==> src/rtl/rotation_angle_tracker_pkg.sv <==
// -----------------------------------------------------------------------------
// rotation_pkg
// Shared types and helpers for the rotation angle tracker.
//   rot_state_t : tracker state (IDLE / ACQUIRE / LOCKED)
//   rot_log2    : log2 of the slices-per-revolution parameter, usable in
//                 localparam expressions
// -----------------------------------------------------------------------------
package rotation_pkg;

   typedef enum logic [1:0] {
      IDLE    = 2'd0,
      ACQUIRE = 2'd1,
      LOCKED  = 2'd2
   } rot_state_t;

   // Callers pass a power of two, so the ceiling log2 is exact.
   function automatic int unsigned rot_log2(input int unsigned res);
      return $clog2(res);
   endfunction

endpackage

==> src/rtl/rotation_angle_tracker_period_meter.sv <==
// -----------------------------------------------------------------------------
// period_meter
// Measures the revolution length from the debounced beam-break level.
// Ports:
//   clk_in      system clock
//   rst_in_n    asynchronous active-low reset
//   ir_tripped  debounced beam-break level, synchronous to clk_in
//   edge_ok     rising edge that is far enough from the last accepted one
//   timeout     revolution counter has saturated at MAX_PERIOD
//   period      length of the last accepted revolution in cycles
// -----------------------------------------------------------------------------
module period_meter #(
   parameter int unsigned PERIOD_WIDTH = 24,
   parameter int unsigned MIN_PERIOD   = 4096,
   parameter int unsigned MAX_PERIOD   = (1 << 24) - 1
) (
   input  logic                    clk_in,
   input  logic                    rst_in_n,
   input  logic                    ir_tripped,
   output logic                    edge_ok,
   output logic                    timeout,
   output logic [PERIOD_WIDTH-1:0] period
);

   localparam logic [PERIOD_WIDTH:0]   MIN_LEN = (PERIOD_WIDTH + 1)'(MIN_PERIOD);
   localparam logic [PERIOD_WIDTH-1:0] MAX_CNT = PERIOD_WIDTH'(MAX_PERIOD);

   logic                    prev_q,    prev_d;
   logic [PERIOD_WIDTH-1:0] per_cnt_q, per_cnt_d;
   logic [PERIOD_WIDTH-1:0] period_q,  period_d;
   logic [PERIOD_WIDTH:0]   cnt_len;
   logic                    rise;

   // NOTE: every signal assigned here gets a default first so no path can
   // leave it unassigned and infer a latch.
   always_comb begin
      prev_d    = ir_tripped;
      per_cnt_d = per_cnt_q;
      period_d  = period_q;

      // One extra bit: with MAX_PERIOD at full scale, per_cnt + 1 overflows.
      cnt_len = {1'b0, per_cnt_q} + (PERIOD_WIDTH + 1)'(1);
      rise    = ir_tripped & ~prev_q;
      edge_ok = rise & (cnt_len >= MIN_LEN);
      timeout = (per_cnt_q == MAX_CNT);

      if (edge_ok) begin
         per_cnt_d = '0;
         // An edge after a full-scale stall would measure 2^PERIOD_WIDTH;
         // clamp it so period never reads back as a tiny value.
         period_d  = cnt_len[PERIOD_WIDTH] ? '1 : cnt_len[PERIOD_WIDTH-1:0];
      end else if (!timeout) begin
         per_cnt_d = per_cnt_q + PERIOD_WIDTH'(1);
      end
   end

   // NOTE: state registers use non-blocking assignments so every flop samples
   // the pre-edge values regardless of statement order.
   always_ff @(posedge clk_in or negedge rst_in_n) begin
      if (!rst_in_n) begin
         // High so a level already asserted at reset release is not an edge.
         prev_q    <= 1'b1;
         per_cnt_q <= '0;
         period_q  <= '0;
      end else begin
         prev_q    <= prev_d;
         per_cnt_q <= per_cnt_d;
         period_q  <= period_d;
      end
   end

   assign period = period_q;

endmodule

==> src/rtl/rotation_angle_tracker.sv <==
// -----------------------------------------------------------------------------
// rotation_angle_tracker
// Turns the once-per-revolution beam-break into an angular slice index. Each
// accepted revolution length is split into ROTATIONAL_RES equal slices and
// dtheta walks through them, restarting at 0 on every accepted edge.
// Ports:
//   clk_in      system clock
//   rst_in_n    asynchronous active-low reset
//   ir_tripped  debounced beam-break level, synchronous to clk_in
//   dtheta      current slice index (0 outside LOCKED)
//   theta_step  one-cycle pulse whenever dtheta takes a new value
//   locked      period estimate valid, dtheta meaningful
//   period      last accepted revolution length in cycles
// -----------------------------------------------------------------------------
module rotation_angle_tracker
   import rotation_pkg::*;
#(
   parameter int unsigned ROTATIONAL_RES = 1024,
   parameter int unsigned PERIOD_WIDTH   = 24,
   parameter int unsigned MIN_PERIOD     = 4096,
   parameter int unsigned MAX_PERIOD     = (1 << 24) - 1
) (
   input  logic                              clk_in,
   input  logic                              rst_in_n,
   input  logic                              ir_tripped,
   output logic [$clog2(ROTATIONAL_RES)-1:0] dtheta,
   output logic                              theta_step,
   output logic                              locked,
   output logic [PERIOD_WIDTH-1:0]           period
);

   localparam int unsigned         LOG2_RES   = rot_log2(ROTATIONAL_RES);
   localparam int unsigned         SLICE_W    = PERIOD_WIDTH - LOG2_RES;
   localparam logic [LOG2_RES-1:0] DTHETA_MAX = LOG2_RES'(ROTATIONAL_RES - 1);

   logic                edge_ok;
   logic                timeout;
   logic [SLICE_W-1:0]  slice_len;
   logic [SLICE_W-1:0]  slice_last;

   rot_state_t          state_q,      state_d;
   logic [SLICE_W-1:0]  slice_cnt_q,  slice_cnt_d;
   logic [LOG2_RES-1:0] dtheta_q,     dtheta_d;
   logic                theta_step_q, theta_step_d;
   logic                locked_q,     locked_d;

   period_meter #(
      .PERIOD_WIDTH (PERIOD_WIDTH),
      .MIN_PERIOD   (MIN_PERIOD),
      .MAX_PERIOD   (MAX_PERIOD)
   ) u_period_meter (
      .clk_in     (clk_in),
      .rst_in_n   (rst_in_n),
      .ir_tripped (ir_tripped),
      .edge_ok    (edge_ok),
      .timeout    (timeout),
      .period     (period)
   );

   // period is captured on the same edge that would capture slice_len, so the
   // truncated slice length is simply its upper bits. MIN_PERIOD >= RES keeps
   // it non-zero once locked; the remainder lands in the last slice.
   assign slice_len  = period[PERIOD_WIDTH-1:LOG2_RES];
   assign slice_last = slice_len - SLICE_W'(1);

   always_comb begin
      state_d      = state_q;
      slice_cnt_d  = slice_cnt_q;
      dtheta_d     = dtheta_q;
      theta_step_d = 1'b0;

      unique case (state_q)
         IDLE: begin
            dtheta_d    = '0;
            slice_cnt_d = '0;
            if (edge_ok) begin
               state_d = ACQUIRE;
            end
         end

         ACQUIRE: begin
            dtheta_d    = '0;
            slice_cnt_d = '0;
            // The edge closes the first full revolution: lock and restart at 0.
            // An edge coinciding with timeout still measured a valid revolution.
            if (edge_ok) begin
               state_d      = LOCKED;
               theta_step_d = 1'b1;
            end else if (timeout) begin
               state_d = IDLE;
            end
         end

         LOCKED: begin
            // Priority: edge restart, then motor-stopped timeout, then slicing.
            if (edge_ok) begin
               dtheta_d     = '0;
               slice_cnt_d  = '0;
               theta_step_d = 1'b1;
            end else if (timeout) begin
               state_d     = IDLE;
               dtheta_d    = '0;
               slice_cnt_d = '0;
            end else if (slice_cnt_q == slice_last) begin
               slice_cnt_d = '0;
               // Saturate at the last slice; no step when the value cannot change.
               if (dtheta_q != DTHETA_MAX) begin
                  dtheta_d     = dtheta_q + LOG2_RES'(1);
                  theta_step_d = 1'b1;
               end
            end else begin
               slice_cnt_d = slice_cnt_q + SLICE_W'(1);
            end
         end

         default: begin
            state_d     = IDLE;
            dtheta_d    = '0;
            slice_cnt_d = '0;
         end
      endcase

      locked_d = (state_d == LOCKED);
   end

   always_ff @(posedge clk_in or negedge rst_in_n) begin
      if (!rst_in_n) begin
         state_q      <= IDLE;
         slice_cnt_q  <= '0;
         dtheta_q     <= '0;
         theta_step_q <= 1'b0;
         locked_q     <= 1'b0;
      end else begin
         state_q      <= state_d;
         slice_cnt_q  <= slice_cnt_d;
         dtheta_q     <= dtheta_d;
         theta_step_q <= theta_step_d;
         locked_q     <= locked_d;
      end
   end

   assign dtheta     = dtheta_q;
   assign theta_step = theta_step_q;
   assign locked     = locked_q;

endmodule

==> config.mk <==
export PLATFORM = sky130hd
export DESIGN_NAME = rotation_angle_tracker
export DESIGN_NICKNAME = d
export VERILOG_FILES = /design/src/rtl/rotation_angle_tracker_pkg.sv /design/src/rtl/rotation_angle_tracker_period_meter.sv /design/src/rtl/rotation_angle_tracker.sv
export SDC_FILE = /design/constraint.sdc
export NUM_CORES = 1
export LEC_CHECK = 0
export CORE_MARGIN = 8
export CORE_UTILIZATION = 55
export DETAILED_ROUTE_END_ITERATION = 16
export PLACE_DENSITY_LB_ADDON = 0.08
export SETUP_SLACK_MARGIN = 0.3
export SLEW_MARGIN = 20
export SYNTH_ARGS = -nofsm -noshare
export SYNTH_HDL_FRONTEND = slang
export SYNTH_SLANG_ARGS = --single-unit
==> constraint.sdc <==
create_clock -name clk_in -period 5.47 [get_ports clk_in]
set_clock_uncertainty 0.1 [all_clocks]
set_input_delay 0.547 -clock clk_in [delete_from_list [all_inputs] [get_ports clk_in]]
set_output_delay 0.547 -clock clk_in [all_outputs]
set_load 0.02 [all_outputs]
==> results of run 1 <==
## cell usage after synthesis, types with 4 or more instances
library cell  instances
inv_1                13
nand3_1              22
o31ai_1               7
a31oi_1               7
o21ai_0               9
nor4_1                9
or4_1                 7
nor3_1                9
or3_1                 8
a21oi_1              33
dfrtp_1              76
and3_1                7
nand4_1               8
nor2_1              101
or2_2                 6
ha_1                  9
clkbuf_1             19
nor2b_1               4
nand2_1              23
xnor2_1              27
xor2_1               27
## where the power goes
part,leakage [nW],switching (W),internal (W)
clock network,0.106,0.000221,0.000271
logic,0.954,0.000409,0.000351
registers,1.01,0.000169,0.000685
## cell type report
type	count	share of cell area [%]
inverter	13	0.975
multi-input combinational	373	45.5
tap	102	2.55
clock inverter	5	1.68
clock buffer	11	2.83
sequential	77	38.5
timing repair buffer	40	7.93
## sequential cells by signal, summed over array words and instances (netlist names)
signal	count
u_period_meter.per_cnt_q	24
dtheta	10
slice_cnt_q	14
u_period_meter.prev_q	1
theta_step	1
u_period_meter.period	24
locked	1
state_q	2
## stage by stage
stage          hold WS, ps  worst slack [ps]  utilization (%)  instances
2_1_floorplan          151              2170                -        489
3_3_place_gp           418              2020             62.1        605
6_report              94.8              1780             65.1        621
3_5_place_dp           427              1930             62.1        605
4_1_cts                279              1870             65.0        621
5_1_grt                175              1500             65.1        621
## worst max-delay path, stage by stage (launching register included)
cell	delay, ps
dfrtp_1	480
nor4_1	930
xnor2_1	210
a31oi_1	100
nor4_1	470
nand4_1	220
or2_2	450
or4_1	500
a21oi_1	150
## cell families after synthesis
group | synth area share, %
multiplexers | 0.689
adder cells (fa/ha/maj) | 2.58
AO/OA/AOI/OAI | 12.2
AND/OR/NAND/NOR | 25.8
flip-flops | 44.2
buffers and inverters | 3.65
XOR/XNOR | 10.9
## cell usage in the layout (no fill, tap or decap), types with 3 or more instances in the layout
cell and n:
nand3_1 22, nand4_1 8, xnor2_1 27, nor2b_1 4, and2_1 3, nor4_1 9, and3_1 7, or4_1 7
a31oi_1 7, ha_1 9, clkbuf_8 10, a21oi_1 33, dfrtp_1 76, or3_1 8, nand2_1 23, a31o_2 3
and4_1 3, xor2_1 27, or2_2 6, nor3_1 9, nor3b_1 3, clkdlybuf4s50_1 37, o21ai_0 9, nor2_1 101
inv_1 13, nand3b_1 3, mux2i_1 3, o31ai_1 7, a211oi_1 3
## worst max-delay path by stage
| stage | startpoint | end | depth (start not counted) |
|---|---|---|---|
| floorplan | u_period_meter.period[10] | dtheta[5] | 12 |
| global placement | u_period_meter.period[10] | dtheta[7] | 8 |
| detailed placement | u_period_meter.period[10] | dtheta[7] | 8 |
| CTS | u_period_meter.period[10] | dtheta[7] | 8 |
| global route | u_period_meter.period[10] | dtheta[7] | 8 |
| finish | u_period_meter.period[10] | dtheta[7] | 8 |
## layer usage
layer | global-route usage (%) | up-vias
met5 | 0 | -
met4 | 8.66 | 0
met3 | 3.50 | 14
met2 | 30.5 | 81
met1 | 22.6 | 1714
li1 | - | 1757
==> results.json, run 1 <==
{
  "die_area_sq_mm": 0.0110,
  "n_fill_cell": 644,
  "maxCapViolations": 0,
  "wl_met3_um": 412,
  "track_usage_pct": 18.4,
  "fin_total_pwr_w": 0.00211,
  "synth_edf_count": 0,
  "gp_congestion": 0.893,
  "cp-end-kind": "register",
  "drt-wirelength-per-cell_um": 15.7,
  "r2r_cells": 8,
  "final_area_sq_mm": 0.00500,
  "drt-met1-wl_um": 4460,
  "synth_seq_area_share_pct": 44.2,
  "ys_ff_latch": 77,
  "synth_top_cell_by_area": "dfrtp_1",
  "irDropWorstVdd_mv": 0.337,
  "crit_type": "reg2reg",
  "antenna_left": 0,
  "cp-start-kind": "register",
  "wirelength_um": 9740,
  "io_pins": 39,
  "cts.sinks": 77,
  "hold_class": "in2async",
  "dp_hpwl_um": 6760,
  "setup_tns_ps": 0,
  "synth_top_area_share_pct": 43.6,
  "root_buffer": "clkbuf_8",
  "grt_antenna_before_repair": 0,
  "status": "finished, final reports clean",
  "final_layout_size_suffix_gt1_share_pct": 6.74,
  "fp.coreArea_sq_mm": 0.00769,
  "antenna_cells": 0,
  "avgSynthCellArea_sq_um": 8.91,
  "power.density_mw_per_mm2": 421,
  "syn_to_final_growth_pct": 14.8,
  "drtIter0Drc": 190,
  "drc_errors": 0,
  "r2r-start": "u_period_meter.period[10]",
  "synth_nets": 501,
  "highest_layer": "met4",
  "power_leakage_nw": 2.07,
  "ctsResizeCount": 0,
  "fp.dieH_um": 105,
  "row_count": 32,
  "fin_nets": 526,
  "worst-path-max-fanout": 15,
  "clock.fmax_mhz": 271,
  "cp.required_ps": 5660,
  "globalRouteOverflowTotal": 0,
  "clk_latency_ps": 360,
  "slew_viol_final": 0,
  "multi_input_area_sq_mm": 0.00228,
  "wl_met2_um": 4680,
  "cts_made_buffers": 9,
  "worstReg2RegEnd": "dtheta[7]",
  "mappedNetlistArea_sq_mm": 0.00436,
  "setup_viol": 0,
  "die_width_um": 105,
  "synth-async-reset-ratio_pct": 100,
  "period_share_pct": 67.4,
  "ff2ff_setup_slack_ps": 1780,
  "grt_max_degree": 78,
  "clk_path_buf_depth": 2,
  "cts_setup_buffers": 0,
  "worstMarginPinSlew_ps": 1060,
  "ys_types": 55,
  "placedInstanceArea_sq_mm": 0.00477,
  "grt_pass1_vias": 3590,
  "critical_path_arrival_ps": 3870,
  "start_util_pct": 56.7,
  "hold_buffers": 0,
  "hold_viol": 0,
  "avgViaCountPerCell": 5.74,
  "vias": 3566,
  "syn_inst": 489,
  "grt_pass1_wl_um": 16900,
  "htreeDepth": 3,
  "clkTransAtPathRegs_ps": 80,
  "seqCellArea_sq_mm": 0.00193,
  "cts_tree": "built",
  "min_period_ps": 3690,
  "synth_area_leaders": "dfrtp_1, nor2_1, xnor2_1, xor2_1, a21oi_1",
  "synth_ff_type": "dfrtp_1",
  "rsz0062_at_grt": "false",
  "port_buffers": 38,
  "maxSlewHeadroom_pct": 28.8,
  "yosysWarnings": 0,
  "drt-pass1-iter-count": 7
}
Power figures use the tool's default switching activity.
==> inputs of run 2 (changes only) <==
- CORE_UTILIZATION: 55 -> 52
- clock period: 5.47 -> 3.38 ns (I/O delays scaled with it)
==> run 2 against run 1 <==
Effect of this change: final cell count increased by 4.2%; non-clock buffer count increased by 23; via count increased by 2.4%; combinational power increased by 87%; global-route usage decreased by 0.82 points; core utilization decreased by 0.46 points; sequential power increased by 60%; sequential share of layout area decreased by 2.0 points; sequential cell count unchanged; die area increased by 4.9%; first-iteration DRC count decreased by 8.9%; critical endpoint is now dtheta[4]; largest cell class unchanged; largest power group is now combinational cells.
==> results.json, run 2 (same netlist as run 1, synthesis figures left out) <==
{
  "status": "finished, final reports clean",
  "maxCapViolations": 0,
  "cpLargestDelayFamily": "simple AND/OR/NAND/NOR gates",
  "gp_congestion": 0.890,
  "fp.dieH_um": 108,
  "seqPwrFrac_pct": 38.3,
  "grt_pass1_wl_um": 16600,
  "drt-pass1-iter-count": 4,
  "n_fill_cell": 683,
  "wirelength_um": 10300,
  "holdWs_ps": 26.9,
  "root_buffer": "clkbuf_8",
  "maxSlewHeadroom_pct": 36.6,
  "port_buffers": 38,
  "cp_num_buf_inv": 2,
  "p_switching_w": 0.00137,
  "rsz0062_at_grt": "false",
  "syn_to_final_growth_pct": 21.2,
  "cts_tree": "built",
  "clk_path_buf_depth": 2,
  "hold_class": "in2async",
  "cp.required_ps": 3570,
  "seqCellArea_sq_mm": 0.00193,
  "drtIter0Drc": 173,
  "period_share_pct": 88.5,
  "critical_path_arrival_ps": 3180,
  "clkPwrFrac_pct": 22.2,
  "grt_max_degree": 78,
  "io_pins": 39,
  "switching_share_pct": 38.3,
  "p_int_w": 0.00221,
  "crit_top_cell": "or3_1",
  "cts_made_buffers": 9,
  "vias": 3653,
  "wl_met3_um": 387,
  "crit_type": "reg2reg",
  "hold_viol": 0,
  "row_count": 33,
  "die_width_um": 108,
  "fp.coreArea_sq_mm": 0.00818,
  "grt_pass1_vias": 3426,
  "cp_slowest_stage_delay_ps": 410,
  "multi_input_area_sq_mm": 0.00238,
  "antenna_cells": 0,
  "slew_viol_final": 0,
  "final_cell_mix": "nor2_1, dfrtp_1, clkdlybuf4s50_1",
  "slowest_stage": "dfrtp_2",
  "dp_hpwl_um": 7080,
  "fin_nets": 549,
  "drc_errors": 0,
  "htreeDepth": 3,
  "setup_viol": 0,
  "cts.sinks": 77,
  "power.density_mw_per_mm2": 678,
  "power_leakage_nw": 2.20,
  "worstMarginPinSlew_ps": 952,
  "final_layout_size_suffix_gt1_share_pct": 14.4,
  "path_cells": "inv_1 -> ha_2 -> nor2b_1 -> or3_1 -> a31o_2 -> nor4_4 -> nand4_1 -> or2_4 -> buf_4 -> or3_1 -> a21oi_1",
  "globalRouteOverflowTotal": 0,
  "clk_latency_ps": 360,
  "place_inst": 619,
  "drt-met1-wl_um": 4820,
  "grt_antenna_before_repair": 0,
  "fin_cells": 647,
  "clock.fmax_mhz": 334,
  "wl_met2_um": 4890,
  "cp-end-kind": "register",
  "setup_tns_ps": 0,
  "drt-wirelength-per-cell_um": 15.9,
  "clkTransAtPathRegs_ps": 90,
  "start_util_pct": 53.3,
  "min_period_ps": 2990,
  "worst-path-max-fanout": 8,
  "irDropWorstVdd_mv": 0.505,
  "die_area_sq_mm": 0.0116,
  "layout_commonest_cell": "nor2_1",
  "avgViaCountPerCell": 5.65,
  "highest_layer": "met4",
  "comb_power_share_pct": 39.6,
  "antenna_left": 0,
  "cp-start-kind": "register",
  "track_usage_pct": 17.6
}
## run 2: metal layers
| layer | vias to the layer above | GRT usage, % |
|---|---|---|
| li1 | 1810 | - |
| met1 | 1759 | 23.1 |
| met2 | 71 | 28.1 |
| met3 | 13 | 2.87 |
| met4 | 0 | 7.14 |
| met5 | - | 0 |
## run 2: worst paths after layout
kind	from	to	slack, ps	cells after the start
max reg2reg	u_period_meter.period[10]	dtheta[4]	390	11
max	u_period_meter.period[10]	dtheta[4]	390	11
min	rst_in_n	slice_cnt_q[3]	30	1
max in group asynchronous	rst_in_n	u_period_meter.period[12]	2500	1
min in group clk_in	ir_tripped	u_period_meter.prev_q	310	1
min reg2reg	u_period_meter.period[8]	u_period_meter.period[8]	430	2
## run 2: repair_timing
| action | in CTS | in global routing |
|---|---|---|
| endpoints found under the hold margin | 0 | 0 |
| setup endpoints to repair | 20 | 41 |
| gates resized for setup | 3 | 15 |
| pin swaps | 1 | 4 |
| hold buffers | 0 | 0 |
| setup buffers | 3 | 9 |
## run 2: final cells by class
class / count / area share (%)
tap: 105 / 2.49
inverter: 13 / 0.924
clock buffer: 10 / 2.61
sequential: 77 / 36.6
multi-input combinational: 373 / 45.0
timing repair buffer: 63 / 10.8
clock inverter: 6 / 1.63
## run 2: metrics by stage
stage | cell area (sq um) | setup slack [ps] | utilization, % | total power, W
floorplan | 4390 | 331 | - | 0.00217
global placement | 4890 | 172 | 59.8 | 0.00265
detailed placement | 4890 | 32.2 | 59.8 | 0.00269
CTS | 5150 | 278 | 63.0 | 0.00353
global route | 5280 | 197 | 64.6 | 0.00379
finish | 5280 | 387 | 64.6 | 0.00358
## run 2: power by group through the flow
stage                     Sequential, W  Combinational, W  Clock (W)
after floorplan                 0.00147          0.000696          0
after global placement          0.00136           0.00129          0
after detailed placement        0.00138           0.00131          0
after CTS                       0.00135           0.00137   0.000808
after global routing            0.00140           0.00154   0.000842
final                           0.00137           0.00142   0.000794
==> inputs of run 3 (changes only) <==
- clock period: 3.38 -> 2.64 ns (I/O delays scaled with it)
==> run 3 against run 2 <==
Effect of this change: the flow now finishes with violations (negative setup slack); clock power rose by 19%; first-iteration DRC count fell by 14%; sequential share of layout area fell by 5.3 points; global-route usage rose by 2.3 points; largest power group unchanged; highest routed layer unchanged.
==> results.json, run 3 (same netlist as run 1, synthesis figures left out) <==
{
  "status": "complete, but fails checks",
  "violations": "negative setup slack",
  "drt-pass1-iter-count": 4,
  "fin_cells": 719,
  "min_period_ps": 2900,
  "final_layout_size_suffix_gt1_share_pct": 34.0,
  "period_share_pct": 110,
  "ff2ff_setup_slack_ps": -260,
  "seqPwrFrac_pct": 32.6,
  "layout_commonest_cell": "buf_4",
  "dp_hpwl_um": 7940,
  "power_leakage_nw": 2.65,
  "cp_slowest_stage_delay_ps": 400,
  "clk_latency_ps": 350,
  "cp_num_buf_inv": 2,
  "die_area_sq_mm": 0.0116,
  "clkPwrFrac_pct": 18.5,
  "antenna_left": 0,
  "fin_total_pwr_w": 0.00511,
  "worst_slack_ps": -257,
  "power.density_mw_per_mm2": 827,
  "gp_congestion": 0.909,
  "worst-path-max-fanout": 5,
  "fin_nets": 621,
  "track_usage_pct": 19.9,
  "grt_pass1_wl_um": 18800,
  "cts_made_buffers": 9,
  "slowest_stage": "dfrtp_2",
  "cp.required_ps": 2820,
  "rsz0062_at_grt": "true",
  "grt_pass1_vias": 3944,
  "htreeDepth": 3,
  "grt_antenna_before_repair": 0,
  "row_count": 33,
  "maxSlewHeadroom_pct": 67.7,
  "clock.fmax_mhz": 345,
  "cts_tree": "built",
  "irDropWorstVdd_mv": 0.660,
  "io_pins": 39,
  "critical_path_arrival_ps": 3080,
  "switching_share_pct": 37.9,
  "cpLargestDelayFamily": "simple AND/OR/NAND/NOR gates",
  "syn_to_final_growth_pct": 41.9,
  "start_util_pct": 53.3,
  "root_buffer": "clkbuf_8",
  "maxCapViolations": 0,
  "drt-met1-wl_um": 5110,
  "port_buffers": 38,
  "cp-start-kind": "register",
  "clk_path_buf_depth": 2,
  "highest_layer": "met4",
  "cp-end-kind": "register",
  "hold_class": "in2reg",
  "drt-wirelength-per-cell_um": 16.0,
  "clkTransAtPathRegs_ps": 90,
  "fp.coreArea_sq_mm": 0.00818,
  "crit_type": "reg2reg",
  "p_switching_w": 0.00194,
  "wirelength_um": 11500,
  "cts.sinks": 77,
  "fp.dieH_um": 108,
  "avgViaCountPerCell": 5.58,
  "hold_viol": 0,
  "slew_viol_final": 0,
  "drc_errors": 0,
  "worstMarginPinSlew_ps": 483,
  "setup_viol": 51,
  "final_cell_mix": "buf_4, dfrtp_1, nor2_1",
  "drtIter0Drc": 148,
  "place_inst": 685,
  "crit_top_cell": "or3_4",
  "holdWs_ps": 251,
  "vias": 4013,
  "wl_met2_um": 5740,
  "p_int_w": 0.00318,
  "grt_max_degree": 51,
  "comb_power_share_pct": 48.9,
  "path_cells": "inv_2 -> ha_4 -> nor2b_1 -> or3_4 -> a31o_4 -> nor4_4 -> nand4_1 -> buf_4 -> or2_4 -> or3_4 -> a21oi_2",
  "globalRouteOverflowTotal": 0,
  "antenna_cells": 0,
  "die_width_um": 108,
  "wl_met3_um": 471
}
## run 3: cell types whose count changed in the layout (fill, tap and decap cells not counted), sizes merged
| cell | previous run | this run |
|---|---|---|
| inv | 13 | 14 |
| dlygate4sd3 | 0 | 1 |
| clkinv | 3 | 2 |
| clkbuf | 10 | 12 |
| or2 | 6 | 7 |
| bufinv | 2 | 1 |
| buf | 26 | 95 |
## run 3: path summary, 6_finish.rpt
check / startpoint / endpoint / cells after the start
max: u_period_meter.period[10] / dtheta[5] / 11
min: ir_tripped / u_period_meter.prev_q / 1
max reg2reg: u_period_meter.period[10] / dtheta[5] / 11
min reg2reg: slice_cnt_q[0] / slice_cnt_q[0] / 1
max in group asynchronous: rst_in_n / u_period_meter.per_cnt_q[0] / 3
min in group asynchronous: rst_in_n / slice_cnt_q[4] / 2
## run 3: stage by stage
step	area, sq um	setup WS, ps	utilization, %	setup TNS [ps]
after floorplan	4530	-167	-	-2480
after global placement	5490	-182	67.2	-1920
after detailed placement	5490	-229	67.2	-6410
after CTS	5890	-170	72.1	-4720
after global routing	6180	-319	75.6	-12510
final	6180	-257	75.6	-5710
## run 3: repair_timing
item                                   in CTS  in global routing
endpoints found under the hold margin      26                  0
pin swaps                                   3                 13
gates cloned                                2                  2
setup buffers                               9                  4
resized for setup                          27                 63
hold buffers                                1                  0
setup endpoints to repair                  75                 75
## run 3: power groups by stage
stage / clock network, W / registers, W / logic [W]
finish: 0.000947 / 0.00167 / 0.00250
global route: 0.00101 / 0.00169 / 0.00271
CTS: 0.000961 / 0.00165 / 0.00231
detailed placement: 0 / 0.00167 / 0.00217
global placement: 0 / 0.00165 / 0.00212
floorplan: 0 / 0.00190 / 0.000943
## run 3: cell type report
| type | instances | area [sq um] |
|---|---|---|
| Clock inverter | 5 | 56.3 |
| Multi-Input combinational cell | 374 | 2650 |
| Sequential cell | 77 | 1930 |
| Tap cell | 105 | 131 |
| Timing Repair Buffer | 134 | 1210 |
| Clock buffer | 11 | 151 |
| Fill cell | 570 | 1990 |
| Inverter | 13 | 48.8 |
## run 3: layer usage
metal,vias up,track usage (%)
met5,-,0
met2,86,33.0
li1,1952,-
met1,1957,25.5
met3,18,2.87
met4,0,7.83
